[src/rtl/hc_scrub_ctrl.sv]
`timescale 1ns/1ps
// hc_scrub_ctrl: background scrubber for a single-port RAM of Hamming codewords.
// Walks addresses 0..2**ADDR_WD-1. Each word is read, run through the external
// hc_dec/hc_enc pair, and written back only if the decoder flags an error.
// The host always has priority on the RAM.
// Ports:
//   i_clk, i_rst_n                  clock, async active-low reset
//   i_start                         scan start pulse, honoured only in IDLE
//   i_host_req/i_host_we/i_host_addr host access sideband (priority, collision)
//   o_mem_en/o_mem_we/o_mem_addr/o_mem_wdata, i_mem_rdata   RAM port
//   o_dec_enc_data, i_dec_err_flag, i_dec_data               hc_dec hookup
//   o_enc_data_in, i_enc_data                                hc_enc hookup
//   o_busy, o_done, o_err_cnt, o_last_err_addr               status
module hc_scrub_ctrl #(
    parameter int unsigned DATA_WD = 4,
    parameter int unsigned CHK_WD  = 3,
    parameter int unsigned ADDR_WD = 4,
    parameter int unsigned CNT_WD  = 8,
    localparam int unsigned CW     = DATA_WD + CHK_WD
) (
    input  logic               i_clk,
    input  logic               i_rst_n,
    input  logic               i_start,
    input  logic               i_host_req,
    input  logic               i_host_we,
    input  logic [ADDR_WD-1:0] i_host_addr,
    output logic               o_mem_en,
    output logic               o_mem_we,
    output logic [ADDR_WD-1:0] o_mem_addr,
    output logic [CW-1:0]      o_mem_wdata,
    input  logic [CW-1:0]      i_mem_rdata,
    output logic [CW-1:0]      o_dec_enc_data,
    input  logic               i_dec_err_flag,
    input  logic [DATA_WD-1:0] i_dec_data,
    output logic [DATA_WD-1:0] o_enc_data_in,
    input  logic [CW-1:0]      i_enc_data,
    output logic               o_busy,
    output logic               o_done,
    output logic [CNT_WD-1:0]  o_err_cnt,
    output logic [ADDR_WD-1:0] o_last_err_addr
);

    typedef enum logic [2:0] {
        S_IDLE  = 3'd0,
        S_READ  = 3'd1,
        S_WAIT  = 3'd2,
        S_CHECK = 3'd3,
        S_WRITE = 3'd4,
        S_NEXT  = 3'd5,
        S_DONE  = 3'd6
    } state_t;

    state_t             state_q, state_d;
    logic [ADDR_WD-1:0] addr_q, addr_d;
    logic [CW-1:0]      cw_q, cw_d;
    logic [CW-1:0]      wdata_q, wdata_d;
    logic [CNT_WD-1:0]  err_cnt_q, err_cnt_d;
    logic [ADDR_WD-1:0] last_err_q, last_err_d;
    logic               cancel_q, cancel_d;
    logic               host_hit_c;
    logic               mem_en_c, mem_we_c;

    // Host write to the word currently being scrubbed; invalidates our write-back.
    assign host_hit_c = i_host_req && i_host_we && (i_host_addr == addr_q) &&
                        ((state_q == S_WAIT) || (state_q == S_CHECK) || (state_q == S_WRITE));

    // State and datapath registers
    always_ff @(posedge i_clk or negedge i_rst_n) begin
        if (!i_rst_n) begin
            state_q    <= S_IDLE;
            addr_q     <= '0;
            cw_q       <= '0;
            wdata_q    <= '0;
            err_cnt_q  <= '0;
            last_err_q <= '0;
            cancel_q   <= 1'b0;
        end else begin
            state_q    <= state_d;
            addr_q     <= addr_d;
            cw_q       <= cw_d;
            wdata_q    <= wdata_d;
            err_cnt_q  <= err_cnt_d;
            last_err_q <= last_err_d;
            cancel_q   <= cancel_d;
        end
    end

    // Next-state and RAM strobe logic
    always_comb begin
        state_d    = state_q;
        addr_d     = addr_q;
        cw_d       = cw_q;
        wdata_d    = wdata_q;
        err_cnt_d  = err_cnt_q;
        last_err_d = last_err_q;
        cancel_d   = cancel_q || host_hit_c;
        mem_en_c   = 1'b0;
        mem_we_c   = 1'b0;

        unique case (state_q)
            S_IDLE: begin
                cancel_d = 1'b0;
                if (i_start) begin
                    addr_d     = '0;
                    err_cnt_d  = '0;
                    last_err_d = '0;
                    state_d    = S_READ;
                end
            end
            S_READ: begin
                cancel_d = 1'b0;
                if (!i_host_req) begin
                    mem_en_c = 1'b1;
                    state_d  = S_WAIT;
                end
            end
            S_WAIT: begin
                // Read data is valid now regardless of host activity.
                cw_d    = i_mem_rdata;
                state_d = S_CHECK;
            end
            S_CHECK: begin
                if (i_dec_err_flag) begin
                    if (err_cnt_q != {CNT_WD{1'b1}}) begin
                        err_cnt_d = err_cnt_q + CNT_WD'(1);
                    end
                    last_err_d = addr_q;
                    wdata_d    = i_enc_data;
                    state_d    = S_WRITE;
                end else begin
                    state_d = S_NEXT;
                end
            end
            S_WRITE: begin
                if (cancel_q || host_hit_c) begin
                    state_d = S_NEXT;
                end else if (!i_host_req) begin
                    mem_en_c = 1'b1;
                    mem_we_c = 1'b1;
                    state_d  = S_NEXT;
                end
            end
            S_NEXT: begin
                if (addr_q == {ADDR_WD{1'b1}}) begin
                    state_d = S_DONE;
                end else begin
                    addr_d  = addr_q + ADDR_WD'(1);
                    state_d = S_READ;
                end
            end
            S_DONE: begin
                state_d = S_IDLE;
            end
            default: begin
                state_d = S_IDLE;
            end
        endcase
    end

    assign o_mem_en        = mem_en_c;
    assign o_mem_we        = mem_we_c;
    assign o_mem_addr      = addr_q;
    assign o_mem_wdata     = wdata_q;
    assign o_dec_enc_data  = cw_q;
    assign o_enc_data_in   = i_dec_data;
    assign o_busy          = (state_q != S_IDLE) && (state_q != S_DONE);
    assign o_done          = (state_q == S_DONE);
    assign o_err_cnt       = err_cnt_q;
    assign o_last_err_addr = last_err_q;

endmodule

[config.mk]
export PLATFORM = sky130hd
export DESIGN_NAME = hc_scrub_ctrl
export DESIGN_NICKNAME = d
export VERILOG_FILES = /design/src/rtl/hc_scrub_ctrl.sv
export SDC_FILE = /design/constraint.sdc
export NUM_CORES = 1
export LEC_CHECK = 0
export ABC_AREA = 1
export BUFFER_PORTS_ARGS = -buffer_cell sky130_fd_sc_hd__buf_2
export CELL_PAD_IN_SITES_DETAIL_PLACEMENT = 1
export CELL_PAD_IN_SITES_GLOBAL_PLACEMENT = 1
export CORE_MARGIN = 2
export CORE_UTILIZATION = 34
export CTS_CLUSTER_DIAMETER = 120
export DETAILED_ROUTE_END_ITERATION = 8
export PLACE_DENSITY = 0.77
export SYNTH_ARGS = -nofsm -noshare
export SYNTH_HDL_FRONTEND = slang
export SYNTH_SLANG_ARGS = --single-unit
export TNS_END_PERCENT = 50
[constraint.sdc]
create_clock -name i_clk -period 1.65 [get_ports i_clk]
set_input_delay 0.165 -clock i_clk [delete_from_list [all_inputs] [get_ports i_clk]]
set_output_delay 0.165 -clock i_clk [all_outputs]
set_load 0.03 [all_outputs]
# After elaboration in Yosys (flattened, before gate mapping)
# Cells that the tools add are included.
# classes
magnitude_cmp	0
div	0
n_reduce_logical	17
mux	21
multipliers	0
n_eq_ne	16
shift	0
bitwise	0
addsub	2
# ops
op	n
$mux W8	3
$pmux W3 S6	1
$pmux W4 S2	2
$pmux W8 S2	1
$mux W3	5
$mux W4	3
$eq A3 B3 Y1 const B	3
$reduce_and A3 Y1	3
$add A8 B1 Y8 const B	1
$ne A2 B2 Y1 const B	4
$ne A8 B8 Y1 const B	1
$eq A3 B2 Y1 const B	2
$mux W1	5
$add A4 B1 Y4 const B	1
$eq A4 B4 Y1	1
$eq A4 B4 Y1 const B	1
$logic_and A1 B1 Y1	4
$reduce_and A4 Y1	1
$reduce_bool A2 Y1	2
$eq A3 B1 Y1 const B	1
$logic_not A3 Y1	1
$logic_or A1 B1 Y1	3
$ne A3 B2 Y1 const B	1
$ne A3 B3 Y1 const B	1
other kinds (5)	5
# totals
out_inout_bits	38
memories	0
ff_bits	34
wordCells	63
in_bits	28
latchBits	0
romBits	0
ram_bits	0

# Logic depth before layout (Yosys ltp)
# depth
depth_word	7
mapped_depth	10
depth_no_buf	10

# Worst setup path before layout
# No wires, ideal clock.
# synth_timing
kind	reg2out
start	reg addr_q[0] (netlist: o_mem_addr[0])
end	out o_mem_en
n_path_buf	0
t_required_ns	1.485
path_slack_ns	-0.183
path_stages_with_launch	8
t_arrival_ns	1.668
cell_sequence	dfrtp_1 inv_1 nand2_1 nand2_1 nor2_1 nand3_1 nand3_1 o21ai_0
# synth_between
elab_chain_len	6
# synth_lines
element	line_no	source
from (decl)	54	logic [ADDR_WD-1:0] addr_q, addr_d;
from (signal assigned)	79	addr_q <= addr_d;
$eq A4 B4 Y1	64	assign host_hit_c = i_host_req && i_host_we && (i_host_addr == addr_q) &&
$logic_and A1 B1 Y1 (2 in series)	64	
$logic_or A1 B1 Y1	135	if (cancel_q || host_hit_c) begin
$mux W1	135	
$pmux W1 S2	100	unique case (state_q)
to (decl)	27	output logic o_mem_en,
# Every way passes these cells.

# Worst setup path in the final report
# layout_timing
start	reg addr_q[2] (netlist: o_mem_addr[2])
end	out o_mem_en
# Same word-level chain as after synthesis.

==> impl_metrics.py <==
metrics = {
    "floorplan": {
        "fp.dieW_um": 76.24,
        "die-area_mm2": 0.005812,
        "row_count": 26,
        "fp.dieH_um": 76.24,
        "start_util": 0.3496,
        "core_mm2": 0.005075,
        "io_pins": 66,
    },
    "global_routing": {
        "track_usage": 0.1786,
        "grt_antenna_before_repair": 0,
        "grt_pass1_wl_mm": 8.424,
        "grt_max_degree": 35,
        "grt_pass1_vias": 1816,
        "overflow": 0,
    },
    "critical_path": {
        "cp_top_family": "flip-flops",
        "start_kind": "register",
        "crit_chain": "inv_1 -> nand2_1 -> nand2_1 -> nor2_2 -> nand3_2 -> nand3_4 -> o21ai_2 -> buf_6",
        "end_kind": "output pin",
        "cp.required_ns": 1.48,
        "slowest_stage": "dfrtp_1",
        "path_max_fanout": 3,
        "cp-startpoint": "o_mem_addr[2]$_DFFE_PN0P_",
        "worstPathArrival_ns": 1.42,
        "cp.depth": 8,
        "cpMostUsedCell": "nand2_1",
        "worst-path-buf-inv": 2,
        "critPathKind": "reg2out",
        "reg2regPathDepth": 10,
        "r2r_start": "o_mem_addr[0]$_DFFE_PN0P_",
        "max_stage_delay_ns": 0.40,
    },
    "synthesis": {
        "synth_area_mm2": 0.001774,
        "synthFlopType": "dfrtp_1",
        "ys_seq_area_frac": 0.4795,
        "synth_top_cells_by_count": "nand2_1, dfrtp_1, inv_1",
        "syn_nets": 262,
        "synth.most_common_cell": "nand2_1",
        "async_flop_share": 1.000,
        "post_synth_num_cell_types": 26,
        "synth_edf_count": 0,
        "yosysTopAreaCell": "dfrtp_1",
        "synthCells": 232,
        "yosys_warnings": 0,
        "synth.avg_cell_area_um2": 7.647,
        "synth_top_area_frac": 0.4795,
        "synth_area_leaders": "dfrtp_1, nand2_1, inv_1",
        "synth-seq-cells": 34,
    },
    "min_path": {
        "min_path_cells": 3,
        "min_from": "i_mem_rdata[5]",
        "hp-class": "in2reg",
    },
    "pwr": {
        "vdd_drop_max_mv": 0.7903,
        "internal_power_mw": 2.033,
        "p_sw_mw": 1.820,
        "sw_frac_of_total": 0.4724,
        "p_seq_frac": 0.314,
        "p_leak_nw": 1.371,
        "clockPowerShare": 0.157,
        "p_per_area_mw_per_mm2": 1568,
        "comb_power_share": 0.528,
        "power_mw": 3.852,
    },
    "placement": {
        "gp_congestion": 0.7856,
        "dp_cells": 362,
        "place_ws_ns": 0.05132,
        "dp_hpwl_mm": 3.534,
        "port_buffers": 57,
    },
    "timing": {
        "max_clock_freq_mhz": 631.4,
        "worstMarginPinSlew_ns": 0.4372,
        "skew_ns": 0.005584,
        "fin_crit_sh": 0.9598,
        "fin_hold_ws_ns": 0.07126,
        "hold_viol": 0,
        "setup_ws_ns": 0.06632,
        "slew_headroom": 0.7085,
        "period_needed_ns": 1.584,
        "setup_viol": 0,
        "maxSlewViolCount": 0,
        "rsz0062_at_grt": "yes",
    },
    "clocking": {
        "numCtsBuffers": 5,
        "cts_sinks": 34,
        "clkSlewWorstSetupHoldPaths_ns": 0.07,
        "htreeDepth": 2,
        "cts-root-buf": "clkbuf_8",
        "cts_max_path_buffers": 2,
        "clkLatencyLatePin_ns": 0.28,
        "cts_tree": "built",
    },
    "detailed_routing": {
        "ant_nets": 0,
        "drc": 0,
        "wl_per_cell_um": 12.48,
        "routed-via-count": 1775,
        "first_iter_violations": 50,
        "wirelength_mm": 4.819,
        "dr.pass1.iters": 4,
        "via_per_inst": 4.598,
    },
    "final_layout": {
        "num_antenna_cells": 0,
        "layout-drive-gt1-share": 0.3734,
        "fillCellCount": 685,
        "fin_cells": 386,
        "area_growth_pct": 38.51,
        "fin_nets": 345,
        "utilization": 0.4842,
    },
    "run_status": {
        "outcome": "finished clean",
    },
    "flow_run": {
        "cap_violations": 0,
    },
}
## cell type report
type / count / area [um^2] / area share
multi-input combinational: 166 / 849.6 / 0.3457
clock inverter: 2 / 13.76 / 0.005601
inverter: 27 / 103.9 / 0.04226
clock buffer: 6 / 72.57 / 0.02953
sequential: 34 / 853.3 / 0.3472
timing repair buffer: 81 / 476.7 / 0.1940
tap: 70 / 87.58 / 0.03564
## worst reg2reg max path: cells and delay by family, from the launching register on
| family | cells | cell delay [ns] |
|---|---|---|
| AND/OR/NAND/NOR | 8 | 0.70 |
| buffers and inverters | 1 | 0.15 |
| adder cells (fa/ha/maj) | 1 | 0.21 |
| flip-flops | 1 | 0.42 |
## path summary, 6_finish.rpt
kind / to / slack (ns)
setup / recovery: o_mem_en / 0.07
hold / removal: o_dec_enc_data[5]$_DFFE_PN0P_ / 0.07
setup reg to reg: o_mem_addr[3]$_DFFE_PN0P_ / 0.08
hold reg to reg: o_mem_wdata[0]$_DFFE_PN0P_ / 0.47
max in group asynchronous: state_q[0]$_DFFE_PN0P_ / 0.88
min in group asynchronous: o_err_cnt[5]$_DFFE_PN0P_ / 0.44
## power by group through the flow
stage                     Combinational (mW)  Sequential [mW]  Clock [mW]
final                                   2.04             1.21       0.606
after floorplan                        0.893             1.60           0
after detailed placement                1.76             1.24           0
after CTS                               1.88             1.21       0.637
after global routing                    2.26             1.25       0.671
after global placement                  1.72             1.23           0
## through the flow
step | cell area (um^2) | TNS [ns]
after floorplan | 1774 | 0
after global placement | 2166 | 0
after detailed placement | 2166 | 0
after CTS | 2355 | -0.006734
after global routing | 2457 | -0.1759
final | 2457 | 0
## routing by layer
metal / GRT usage / part of all wire / vias up
li1: - / - / 885
met2: 0.3062 / 0.49 / 42
met4: 0.04909 / 0.0079 / 0
met3: 0.04147 / 0.049 / 4
met5: 0 / 0 / -
met1: 0.2261 / 0.45 / 844
## kinds of logic after synthesis
kind of cell | Yosys count | synth area share
flops | 34 | 0.4796
compound gates | 22 | 0.08040
simple gates | 140 | 0.3343
fa+ha+maj | 2 | 0.01410
xor+xnor | 2 | 0.009875
buf+inv | 32 | 0.08181
## repair_timing
action	CTS	global route
hold endpoints to repair	34	0
hold buffers	1	0
buffers inserted	10	5
gates cloned	0	0
pin swaps	3	6
gates resized for setup	7	17
endpoints found under the setup margin	2	15
## layout by cell type, fill, tap and decap left out, types with 2 or more instances in the layout
cell       n
nor2_2     2
a21oi_1    5
buf_2     55
xor2_1     2
o21ai_2    6
nand3_2    2
o31ai_1    4
nand3b_1   2
o21ai_1    2
o21ai_0    3
nand3_4    2
nand2_2    2
ha_1       2
dfrtp_2    2
nand2_1   95
dfrtp_1   32
clkbuf_8   5
nor2_4     7
inv_1     20
nor3_1     3
inv_2      6
buf_4     24
nand3_1    9
nor2_1    14
## sequential cells by signal, summed over array words and instances (netlist names)
name             count
cancel_q             1
o_mem_wdata          7
o_dec_enc_data       7
state_q              3
o_mem_addr           4
o_err_cnt            8
o_last_err_addr      4
No activity file was read; power rests on OpenSTA's default activity.
